File: src/rtl/apb_master_cmd_bridge.sv
`default_nettype none
// ============================================================================
// Module   : apb_master_cmd_bridge
// Brief    : Valid/ready command stream to single APB3/APB4 transfers, with a
//            valid/ready response stream. Optional ACCESS-phase watchdog is
//            enabled by defining APB_MASTER_TIMEOUT_EN.
// Revision : 1.0 - initial release
// ============================================================================
module apb_master_cmd_bridge #(
    parameter int ADDR_WIDTH     = 32,
    parameter int DATA_WIDTH     = 32,
    parameter int STRB_WIDTH     = DATA_WIDTH / 8,
    parameter int TIMEOUT_CYCLES = 256
) (
    input  logic                  pclk,
    input  logic                  preset,
    input  logic                  cmd_valid,
    output logic                  cmd_ready,
    input  logic                  cmd_pwrite,
    input  logic [ADDR_WIDTH-1:0] cmd_paddr,
    input  logic [DATA_WIDTH-1:0] cmd_pwdata,
    input  logic [STRB_WIDTH-1:0] cmd_pstrb,
    input  logic [2:0]            cmd_pprot,
    output logic                  rsp_valid,
    input  logic                  rsp_ready,
    output logic [DATA_WIDTH-1:0] rsp_prdata,
    output logic                  rsp_pslverr,
    output logic                  rsp_timeout,
    output logic                  m_apb_psel,
    output logic                  m_apb_penable,
    output logic                  m_apb_pwrite,
    output logic [2:0]            m_apb_pprot,
    output logic [ADDR_WIDTH-1:0] m_apb_paddr,
    output logic [DATA_WIDTH-1:0] m_apb_pwdata,
    output logic [STRB_WIDTH-1:0] m_apb_pstrb,
    input  logic                  m_apb_pready,
    input  logic                  m_apb_pslverr,
    input  logic [DATA_WIDTH-1:0] m_apb_prdata,
    output logic                  busy
);

    localparam logic [1:0] c_IDLE   = 2'd0;
    localparam logic [1:0] c_SETUP  = 2'd1;
    localparam logic [1:0] c_ACCESS = 2'd2;
    localparam logic [1:0] c_RESP   = 2'd3;

    logic [1:0]            r_state;
    logic [1:0]            w_state_nxt;
    logic                  w_cmd_fire;
    logic                  w_abort;

    logic                  r_pwrite;
    logic [ADDR_WIDTH-1:0] r_paddr;
    logic [DATA_WIDTH-1:0] r_pwdata;
    logic [STRB_WIDTH-1:0] r_pstrb;
    logic [2:0]            r_pprot;

    logic [DATA_WIDTH-1:0] r_rsp_prdata;
    logic                  r_rsp_pslverr;

    assign w_cmd_fire = cmd_valid && (r_state == c_IDLE);

`ifdef APB_MASTER_TIMEOUT_EN
    localparam int                CW          = $clog2(TIMEOUT_CYCLES + 1);
    localparam logic [CW-1:0]     c_WDOG_LAST = CW'(TIMEOUT_CYCLES - 1);
    localparam logic [CW-1:0]     c_WDOG_ONE  = CW'(1);

    logic [CW-1:0] r_wdog;
    logic          r_rsp_timeout;

    // Completion wins over abort when pready arrives in the final wait cycle.
    assign w_abort = (r_state == c_ACCESS) && !m_apb_pready && (r_wdog == c_WDOG_LAST);

    always_ff @(posedge pclk) begin
        if (preset) begin
            r_wdog        <= '0;
            r_rsp_timeout <= 1'b0;
        end else begin
            if (r_state == c_SETUP) begin
                r_wdog <= '0;
            end else if ((r_state == c_ACCESS) && !m_apb_pready && !w_abort) begin
                r_wdog <= r_wdog + c_WDOG_ONE;
            end
            if (r_state == c_ACCESS) begin
                if (m_apb_pready) begin
                    r_rsp_timeout <= 1'b0;
                end else if (w_abort) begin
                    r_rsp_timeout <= 1'b1;
                end
            end
        end
    end

    assign rsp_timeout = r_rsp_timeout;
`else
    assign w_abort     = 1'b0;
    assign rsp_timeout = 1'b0;
`endif

    always_comb begin
        w_state_nxt = r_state;
        case (r_state)
            c_IDLE:   if (cmd_valid) w_state_nxt = c_SETUP;
            c_SETUP:  w_state_nxt = c_ACCESS;
            c_ACCESS: if (m_apb_pready || w_abort) w_state_nxt = c_RESP;
            c_RESP:   if (rsp_ready) w_state_nxt = c_IDLE;
            default:  w_state_nxt = c_IDLE;
        endcase
    end

    always_ff @(posedge pclk) begin
        if (preset) begin
            r_state       <= c_IDLE;
            r_pwrite      <= 1'b0;
            r_paddr       <= '0;
            r_pwdata      <= '0;
            r_pstrb       <= '0;
            r_pprot       <= '0;
            r_rsp_prdata  <= '0;
            r_rsp_pslverr <= 1'b0;
        end else begin
            r_state <= w_state_nxt;
            if (w_cmd_fire) begin
                r_pwrite <= cmd_pwrite;
                r_paddr  <= cmd_paddr;
                r_pwdata <= cmd_pwdata;
                r_pstrb  <= cmd_pwrite ? cmd_pstrb : '0;
                r_pprot  <= cmd_pprot;
            end
            if (r_state == c_ACCESS) begin
                if (m_apb_pready) begin
                    r_rsp_prdata  <= r_pwrite ? '0 : m_apb_prdata;
                    r_rsp_pslverr <= m_apb_pslverr;
                end else if (w_abort) begin
                    r_rsp_prdata  <= '0;
                    r_rsp_pslverr <= 1'b1;
                end
            end
        end
    end

    // Held low while reset is asserted so no command is taken during reset.
    assign cmd_ready     = (r_state == c_IDLE) && !preset;
    assign busy          = (r_state != c_IDLE);
    assign rsp_valid     = (r_state == c_RESP);
    assign rsp_prdata    = r_rsp_prdata;
    assign rsp_pslverr   = r_rsp_pslverr;

    assign m_apb_psel    = (r_state == c_SETUP) || (r_state == c_ACCESS);
    assign m_apb_penable = (r_state == c_ACCESS);
    assign m_apb_pwrite  = r_pwrite;
    assign m_apb_paddr   = r_paddr;
    assign m_apb_pwdata  = r_pwdata;
    assign m_apb_pstrb   = r_pstrb;
    assign m_apb_pprot   = r_pprot;

endmodule
`default_nettype wire

File: config.mk
export PLATFORM = sky130hd
export DESIGN_NAME = apb_master_cmd_bridge
export DESIGN_NICKNAME = d
export VERILOG_FILES = /design/src/rtl/apb_master_cmd_bridge.sv
export SDC_FILE = /design/constraint.sdc
export NUM_CORES = 1
export LEC_CHECK = 0
export BUFFER_PORTS_ARGS = -buffer_cell sky130_fd_sc_hd__buf_2
export CAP_MARGIN = 30
export CORE_ASPECT_RATIO = 0.6
export CORE_MARGIN = 2
export CORE_UTILIZATION = 40
export DETAILED_ROUTE_END_ITERATION = 10
export PLACE_DENSITY = 0.8
export SYNTH_ARGS = -nofsm -noshare
export SYNTH_HDL_FRONTEND = slang
export SYNTH_SLANG_ARGS = --single-unit
export TNS_END_PERCENT = 100
File: constraint.sdc
create_clock -name pclk -period 1.45 [get_ports pclk]
set_input_delay 0.0725 -clock pclk [delete_from_list [all_inputs] [get_ports pclk]]
set_output_delay 0.0725 -clock pclk [all_outputs]
set_load 0.05 [all_outputs]
==> results of run 1 <==
-- cells in the final DEF (no fill, tap or decap), types with 2 or more instances in the layout --
cell type	netlist	final
buf_2	15	215
nand2_1	176	175
dfxtp_1	107	105
a21oi_1	105	100
dlygate4sd3_1	0	79
nand4b_1	32	32
clkbuf_16	0	13
buf_4	3	7
buf_12	0	7
a21oi_2	0	5
nand3_1	5	5
buf_6	1	5
ha_4	0	4
inv_4	0	2
nor2b_1	3	2
clkinv_4	0	2
bufinv_16	0	2
inv_6	0	2
buf_8	0	2
-- synthesized netlist by cell type (all sizes together) --
master	instances	area share (%)
nor2b	3	0.47
o211a	1	0.25
nand2	177	17
conb	1	0.095
nand4b	32	7.1
and2	1	0.16
clkbuf	17	1.6
nor3	1	0.13
dfxtp	107	54
mux2i	1	0.25
nand3	5	0.63
inv	4	0.38
ha	4	1.3
nor2	1	0.095
buf	25	3.3
a21oi	105	13
or4	1	0.19
-- per-stage QoR --
stage               utilization (%)  hold slack, ps  TNS, ps  setup WS (ps)  cell area [um^2]
floorplan                         -           208.5   -108.4         -108.4              3990
global placement              54.28           311.5        0          23.33              5286
detailed placement            54.28           317.6   -139.2         -46.18              5286
CTS                           66.79          0.2705        0          5.146              6505
global route                  68.37           9.698   -611.7         -58.76              6659
finish                        68.37           16.12   -18.25         -11.67              6659
-- power by group through the flow --
| stage | Combinational (mW) | Sequential [mW] | Clock [mW] |
|---|---|---|---|
| 2_1_floorplan | 1.39 | 5.25 | 0 |
| 3_3_place_gp | 4.01 | 3.67 | 0 |
| 3_5_place_dp | 4.12 | 3.69 | 0 |
| 4_1_cts | 4.41 | 3.63 | 2.75 |
| 5_1_grt | 5.01 | 3.71 | 2.87 |
| 6_report | 4.76 | 3.66 | 2.67 |
-- critical path, delay by kind of cell (launching register included) --
kind                     cells  cell delay [ps]
adder cells (fa/ha/maj)      1              170
AO/OA/AOI/OAI                1              150
flip-flops                   1              340
buffers and inverters        2              180
AND/OR/NAND/NOR              1              510
-- metal layers --
| layer | vias up | GRT usage [%] | share of wire [%] | wire (um) |
|---|---|---|---|---|
| met5 | - | 0 | 0 | 0 |
| met4 | 0 | 9.892 | 2.7 | 374 |
| met3 | 41 | 7.366 | 8.8 | 1231 |
| met2 | 258 | 42.95 | 49 | 6903 |
| met1 | 2130 | 28.28 | 39 | 5539 |
| li1 | 2188 | - | - | - |
-- worst min-delay path by stage --
stage,endpoint,slack (ps),depth (start not counted)
after floorplan,m_apb_pwrite$_SDFFE_PP0P_,210,2
after global placement,m_apb_pwdata[30]$_SDFFE_PP0P_,310,3
after detailed placement,m_apb_pwdata[9]$_SDFFE_PP0P_,320,3
after CTS,m_apb_pwdata[18]$_SDFFE_PP0P_,0.3,3
after global routing,rsp_prdata[23]$_SDFFE_PP0P_,10,3
final,rsp_prdata[6]$_SDFFE_PP0P_,20,3
-- repair_timing --
action | CTS | global route
gates cloned | 1 | 4
endpoints found under the setup margin | 35 | 53
hold buffers | 79 | 0
pin swaps | 2 | 3
endpoints found under the hold margin | 79 | 0
gates resized for setup | 24 | 14
-- cell families after synthesis --
| group | Yosys count | synth area share [%] |
|---|---|---|
| simple gates | 221 | 25.56 |
| compound gates | 106 | 13.51 |
| flops | 107 | 54.02 |
| other cells | 1 | 0.09458 |
| buf+inv | 46 | 5.301 |
| fa+ha+maj | 4 | 1.262 |
| mux | 1 | 0.2525 |
-- state kept, by name, indices dropped and copies added, names as in the netlist --
signal        cells
rsp_prdata       32
m_apb_pprot       3
m_apb_pwrite      1
rsp_pslverr       1
r_state           2
m_apb_paddr      32
m_apb_pwdata     32
m_apb_pstrb       4
-- final cells by class --
| class | count | area [um^2] | area share, % |
|---|---|---|---|
| clock buffer | 10 | 239.0 | 3.589 |
| clock inverter | 6 | 95.09 | 1.428 |
| inverter | 4 | 20.02 | 0.3006 |
| multi-input combinational | 333 | 1715 | 25.76 |
| sequential | 107 | 2147 | 32.24 |
| tap | 135 | 168.9 | 2.537 |
| timing repair buffer | 320 | 2273 | 34.14 |
==> out/results.txt, run 1 <==
Core ar. - 9739 um^2
synth unique cells - 21
vias - 4,617
grt total ovfl - 0
global-route wire length before repair - 21.14 mm
first drt pass iteration count - 5
Req. time, crit path - 1680 ps
final hold violations - 0
Slew HR - 66.05%
switching portion of total power - 41.29%
Switch Pwr - 4.579 mW
register-to-register setup slack - -10 ps
crit path to - r_state[0]$_SDFFE_PP0P_
VDD IR-drop max - 0.8424 mV
power per cell area - 1665 nW/um^2
Pleak - 3.019 nW
Finished Layout Cells - 915
failing checks - negative setup slack
sequential area share after synthesis - 54.02%
Setup crit start - r_state[0]$_SDFFE_PP0P_
Cell Chain, Critical Path - inv_2 -> buf_6 -> ha_4 -> or4_4 -> o211a_1
Startpoint Class - flip-flop
Avg WL per Cell - 15.35 um
critical path fanouts, max - 4
CP max stage delay - 510 ps
Worst Tran Pin Value - 509.3 ps
Mapped Cells - 486
clk_lat worst skew - 340 ps
clock slew at reported path FFs - 70 ps
#FFs+latches synth - 107
initial core utilization - 40.71%
Worst R2R Start - r_state[0]$_SDFFE_PP0P_
Slew Viols, Final - 0
die area - 10,750 um^2
Sequential Power Share - 33.0%
Reg2Reg Depth - 5
Tot GR Track Use - 24.38%
Netlist Area Pre-Place - 3965 um^2
fill count - 715
post-route ant nets - 0
outcome - complete, but fails checks
total power draw - 11.09 mW
reg2reg end - r_state[0]$_SDFFE_PP0P_
postcts setup bufs - 0
clk_skew - 8.075 ps
chip height - 81.12 um
largest net degree at the start of global routing - 46
Crit path arrival time - 1690 ps
Worst Setup Slack, final - -11.67 ps
share of cells above drive strength 1 - 35.64%
fmax - 0.6842 GHz
CP Class - flip-flop to flip-flop
total clock sinks - 107
# Max-Cap Violations - 0
Area Overhead vs Synth - 67.94%
placed insts - 816
TritonCTS clock tree - done
number of diodes - 0
# nets final - 889
Comb power frac - 42.9%
HP Class - primary input to flip-flop
drt total wl - 14.05 mm
dpl hpwl - 8.129 mm
CTS Buffer Depth - 2
internal power - 6.510 mW
Syn Nets - 600
1st-iter DRT viols - 320
Avg Vias per Cell - 5.046
initial antenna violation count - 0
Setup Viol. Count Final - 2
CTS Buf Count - 9
Worst Hold Launch - m_apb_prdata[6]
Final Wtd Congestion - 0.7945
RSZ-0062 raised after global routing - yes
Final Cycle Share - 100.8%
number of port buffers - 219
Clock power frac - 24.1%
synth warn - 0
Post-route DRC - 0
CP max-delay cell - or4_4
IO Pins - 221
critical path capture point type - flip-flop
Root Driver - clkbuf_16
vias in the first global route - 4,409
Die W - 132.5 um
minimum clock period - 1462 ps
CTS H-tree lvls - 3
Mean Syn Cell Area - 8.159 um^2
FP Rows - 28
Power figures use the tool's default switching activity.
==> run 2, diff against run 1 <==
--- a/config.mk
+++ b/config.mk
@@ -11,6 +11,7 @@
 export CORE_MARGIN = 2
 export CORE_UTILIZATION = 40
 export DETAILED_ROUTE_END_ITERATION = 10
+export GPL_TIMING_DRIVEN = 0
 export PLACE_DENSITY = 0.8
 export SYNTH_ARGS = -nofsm -noshare
 export SYNTH_HDL_FRONTEND = slang
==> run 2 against run 1 <==
Effect of this change: via count shrank 0.35%; cell area shrank 3.9%; the flow still finishes with violations (negative setup slack); clock power decreased by 7%; maximum frequency increased by 0.16%; highest routed layer unchanged; sequential share of layout area rose by 1.3 points; utilization down 2.6 points; count of clock-buffer cells in the layout increased by 1.
==> out/results.txt, run 2 (synthesis results as in run 1) <==
Worst Tran Pin Value - 554.5 ps
post-route ant nets - 0
M2 GR Usage - 45.75%
Sequential Power Share - 34.9%
number of diodes - 0
fin util - 65.72%
# nets final - 902
critical path capture point type - flip-flop
share of cells above drive strength 1 - 34.43%
Slew HR - 63.03%
Area Overhead vs Synth - 61.44%
CP Buf/Inv Count - 1
RSZ-0062 raised after global routing - yes
register-to-register setup slack - -9 ps
switching portion of total power - 42.27%
Startpoint Class - flip-flop
clk_skew - 6.669 ps
CP max-delay cell - or4_4
Avg Vias per Cell - 4.958
Reg2Reg Depth - 5
dpl hpwl - 9.332 mm
failing checks - negative setup slack
Finished Layout Cells - 928
commonest non-fill, non-tap cells in the layout - 224 x buf_2, 176 x nand2_1, 105 x dfxtp_1
global-route wire length before repair - 21.72 mm
largest net degree at the start of global routing - 18
M1 GR Usage - 29.61%
chip height - 81.12 um
first drt pass iteration count - 4
Final Wtd Congestion - 0.8337
placed insts - 838
power per cell area - 1650 nW/um^2
FF/Latch Area - 2150 um^2
Stages on worst setup path - 5
clock slew at reported path FFs - 70 ps
Comb power frac - 41.5%
initial antenna violation count - 0
Slew Viols, Final - 0
most common cell after layout, fill and taps aside - buf_2
CTS Buf Count - 9
Root Driver - clkbuf_16
fill count - 790
area of the multi-input gates - 1665 um^2
Crit path arrival time - 1680 ps
Clock power frac - 23.5%
met3 GRT Util - 8.177%
final hold violations - 0
Switch Pwr - 4.466 mW
CP Class - flip-flop to flip-flop
HP Class - primary input to flip-flop
VDD IR-drop max - 1.004 mV
largest delay contributor family on the critical path - simple AND/OR/NAND/NOR gates
outcome - complete, but fails checks
vias in the first global route - 4,490
minimum clock period - 1459 ps
drt total wl - 13.95 mm
Core ar. - 9739 um^2
WHS - 8.767 ps
1st-iter DRT viols - 235
Tot GR Track Use - 25.44%
Die W - 132.5 um
number of port buffers - 217
initial core utilization - 40.71%
CP max stage delay - 470 ps
critical path fanouts, max - 4
Cell Chain, Critical Path - inv_4 -> ha_4 -> nor2b_4 -> or4_4 -> o211a_1
Pleak - 2.933 nW
pre-CTS WS - -279.0 ps
Final Cycle Share - 100.6%
clk_lat worst skew - 340 ps
fmax - 0.6852 GHz
Req. time, crit path - 1670 ps
Hold Path Cell Cnt - 3
CTS H-tree lvls - 3
CTS Buffer Depth - 2
total clock sinks - 107
grt total ovfl - 0
Setup Viol. Count Final - 1
TritonCTS clock tree - done
# Max-Cap Violations - 0
IO Pins - 221
Avg WL per Cell - 15.03 um
internal power - 6.099 mW
Worst Setup Slack, final - -9.356 ps
Post-route DRC - 0
busiest grt layer - met2
FP Rows - 28
die area - 10,750 um^2
vias - 4,601
==> run 2: path summary, 6_finish.rpt <==
kind | to | from
setup / recovery | r_state[0]$_SDFFE_PP0P_ | r_state[1]$_SDFFE_PP0P_
hold / removal | rsp_prdata[20]$_SDFFE_PP0P_ | m_apb_prdata[20]
setup reg to reg | r_state[0]$_SDFFE_PP0P_ | r_state[1]$_SDFFE_PP0P_
hold reg to reg | rsp_prdata[6]$_SDFFE_PP0P_ | rsp_prdata[6]$_SDFFE_PP0P_
==> run 2: power by group through the flow <==
stage                     Combinational, mW  Sequential, mW  Clock (mW)
after global placement                 3.88            3.69           0
after floorplan                        1.39            5.25           0
after detailed placement               3.96            3.72           0
final                                  4.39            3.69        2.49
after global routing                   4.66            3.74        2.66
after CTS                              4.23            3.68        2.53
==> run 2: worst register-to-register path: stages (launching register included) <==
cell	delay, ps
dfxtp_4	380
inv_4	50
ha_4	170
nor2b_4	130
or4_4	470
o211a_1	150
==> run 2: layout make-up <==
class / count / area share (%)
Tap cell: 135 / 2.639
Sequential cell: 107 / 33.58
Clock buffer: 11 / 3.792
Inverter: 4 / 0.3127
Timing Repair Buffer: 292 / 28.81
Multi-Input combinational cell: 333 / 26.02
Clock inverter: 5 / 0.9382
Buffer: 41 / 3.909
==> run 2: stage by stage <==
stage / setup TNS [ps] / area [um^2] / total power, mW
final: -9.356 / 6401 / 10.56
after global routing: -150.9 / 6401 / 11.06
after CTS: 0 / 6329 / 10.44
after detailed placement: -13880 / 5245 / 7.679
after global placement: -8901 / 5245 / 7.568
after floorplan: -108.4 / 3990 / 6.649
==> run 2: what timing repair did <==
item / in CTS / in global routing
endpoints found under the hold margin: 72 / 1
hold buffers: 72 / 1
cloned: 0 / 0
endpoints found under the setup margin: 106 / 77
buffers inserted: 1 / 1
pin swaps: 0 / 2
gates resized for setup: 27 / 25
==> run 2: metal layers <==
layer | vias up | routed length (um)
li1 | 2212 | -
met1 | 2146 | 5592
met5 | - | 0
met3 | 23 | 1238
met2 | 220 | 6860
met4 | 0 | 255
==> run 3, diff against run 2 <==
--- a/config.mk
+++ b/config.mk
@@ -5,14 +5,15 @@
 export SDC_FILE = /design/constraint.sdc
 export NUM_CORES = 1
 export LEC_CHECK = 0
-export BUFFER_PORTS_ARGS = -buffer_cell sky130_fd_sc_hd__buf_2
 export CAP_MARGIN = 30
 export CORE_ASPECT_RATIO = 0.6
 export CORE_MARGIN = 2
 export CORE_UTILIZATION = 40
 export DETAILED_ROUTE_END_ITERATION = 10
+export DONT_BUFFER_PORTS = 1
 export GPL_TIMING_DRIVEN = 0
-export PLACE_DENSITY = 0.8
+export PLACE_DENSITY = 0.6
+export SLEW_MARGIN = 5
 export SYNTH_ARGS = -nofsm -noshare
 export SYNTH_HDL_FRONTEND = slang
 export SYNTH_SLANG_ARGS = --single-unit
==> run 3 against run 2 <==
Effect of this change: the flow still finishes with violations (negative setup slack); routed wire length grew 18%; flip-flop and latch count is the same; via count shrank 7.4%; clock power grew 6%; global-route usage shrank 1.8 points; sequential power grew 46%; register-to-register slack lost 220 ps; sequential share of layout area shrank 3.9 points; largest power group is now sequential cells.
==> out/results.txt, run 3 (synthesis results as in run 1) <==
Cell Area, Placed - 4159 um^2
outcome - complete, but fails checks
Crit path arrival time - 1870 ps
dpl hpwl - 8.439 mm
clk_lat worst skew - 340 ps
Fin Setup TNS - -11,030 ps
Area Overhead vs Synth - 82.49%
fin util - 74.29%
most used cell along the critical path - buf_6
number of diodes - 0
Post-route DRC - 0
pre-CTS WS - -330.2 ps
Setup Viol. Count Final - 104
RSZ-0062 raised after global routing - yes
post-route ant nets - 0
die area - 10,750 um^2
drt total wl - 16.50 mm
# Max-Cap Violations - 0
CP Buf/Inv Count - 6
TritonCTS clock tree - done
CTS H-tree lvls - 3
initial core utilization - 40.71%
total clock sinks - 107
VDD IR-drop max - 0.8933 mV
chip height - 81.12 um
minimum clock period - 1682 ps
failing checks - negative setup slack
placed insts - 621
vias - 4,262
Cell Chain, Critical Path - clkinv_4 -> ha_4 -> buf_6 -> and2_4 -> buf_6 -> buf_12 -> buf_8 -> clkbuf_16 -> nand2_4 -> a21oi_2
Avg WL per Cell - 21.48 um
vias in the first global route - 3,802
Slew Viols, Final - 0
power per cell area - 1680 nW/um^2
CTS Buffer Depth - 2
fmax - 0.5946 GHz
Slew HR - 39.03%
CP max stage delay - 370 ps
IO Pins - 221
number of port buffers - 0
# nets final - 742
critical path capture point type - flip-flop
register-to-register setup slack - -230 ps
initial antenna violation count - 0
first drt pass iteration count - 4
most common cell after layout, fill and taps aside - dlygate4sd3_1
HP Class - primary input to flip-flop
largest net degree at the start of global routing - 18
fill count - 629
Startpoint Class - flip-flop
share of cells above drive strength 1 - 43.44%
clk_skew - 6.498 ps
Final Wtd Congestion - 0.7618
clock slew at reported path FFs - 70 ps
CP max-delay cell - dfxtp_4
Finished Layout Cells - 768
commonest non-fill, non-tap cells in the layout - 106 x dlygate4sd3_1, 104 x dfxtp_1, 94 x a21oi_2
Avg Vias per Cell - 5.549
Worst Setup Slack, final - -231.9 ps
Die W - 132.5 um
Core ar. - 9739 um^2
FP Rows - 28
grt total ovfl - 0
CP Class - flip-flop to flip-flop
total power draw - 12.15 mW
Pleak - 2.759 nW
CTS Buf Count - 9
critical path fanouts, max - 5
Req. time, crit path - 1640 ps
final hold violations - 0
Final Cycle Share - 116.0%
global-route wire length before repair - 19.94 mm
fin area - 7236 um^2
largest delay contributor family on the critical path - buffers and inverters
1st-iter DRT viols - 164
Tot GR Track Use - 23.66%
Worst Tran Pin Value - 914.6 ps
WHS - 131.7 ps
Root Driver - clkbuf_16
run 3: changes by cell type in the layout (fill, tap and decap cells not counted), moves of 12 or more:
cell	delta
nand2_2	+20
buf_8	+12
nand2_4	+75
nand2_1	-97
a21oi_1	-94
a21oi_2	+93
dlygate4sd3_1	+33
buf_2	-219
run 3: per-layer routing:
layer	up-vias	wire length [um]	track usage, %
li1	1911	-	-
met1	2113	6873	29.45
met2	204	8086	38.45
met3	34	1205	8.552
met4	0	332	8.280
met5	-	0	0
run 3: path summary, 6_finish.rpt:
path,startpoint,endpoint,cells past startpoint
worst max-delay path,r_state[0]$_SDFFE_PP0P_,m_apb_paddr[1]$_SDFFE_PP0P_,10
worst max register to register,r_state[0]$_SDFFE_PP0P_,m_apb_paddr[1]$_SDFFE_PP0P_,10
worst min register to register,r_state[0]$_SDFFE_PP0P_,r_state[0]$_SDFFE_PP0P_,1
worst min-delay path,cmd_valid,r_state[1]$_SDFFE_PP0P_,3
run 3: worst reg2reg max path: cells and delay by family (launching register included):
family | cells | cell delay (ps)
AOI/OAI and AO/OA | 1 | 60
and+or+nand+nor | 2 | 190
adders and majority gates | 1 | 170
buffers and inverters | 6 | 740
DFF | 1 | 370
run 3: layout make-up:
type                            count  area (um^2)  share of cell area (%)
Sequential cell                   107         2151                   29.73
Clock buffer                       10        229.0                   3.164
Clock inverter                      6        90.09                   1.245
Timing Repair Buffer              130         1466                   20.27
Inverter                            4        26.28                  0.3631
Multi-Input combinational cell    334         2698                   37.28
Buffer                             42        406.6                   5.620
Tap cell                          135        168.9                   2.334
run 3: where the power goes:
group	total [mW]	switching [mW]	internal (mW)
Sequential	5.39	1.97	3.41
Combinational	4.14	2.20	1.93
Clock	2.63	1.11	1.52
Total	12.2	5.29	6.87
run 3: repair_timing:
action / in CTS / in global routing
hold buffers: 105 / 1
setup buffers: 5 / 8
hold endpoints to repair: 105 / 1
gates cloned: 6 / 8
pin swaps: 16 / 95
resized for setup: 49 / 353
setup endpoints to repair: 108 / 103
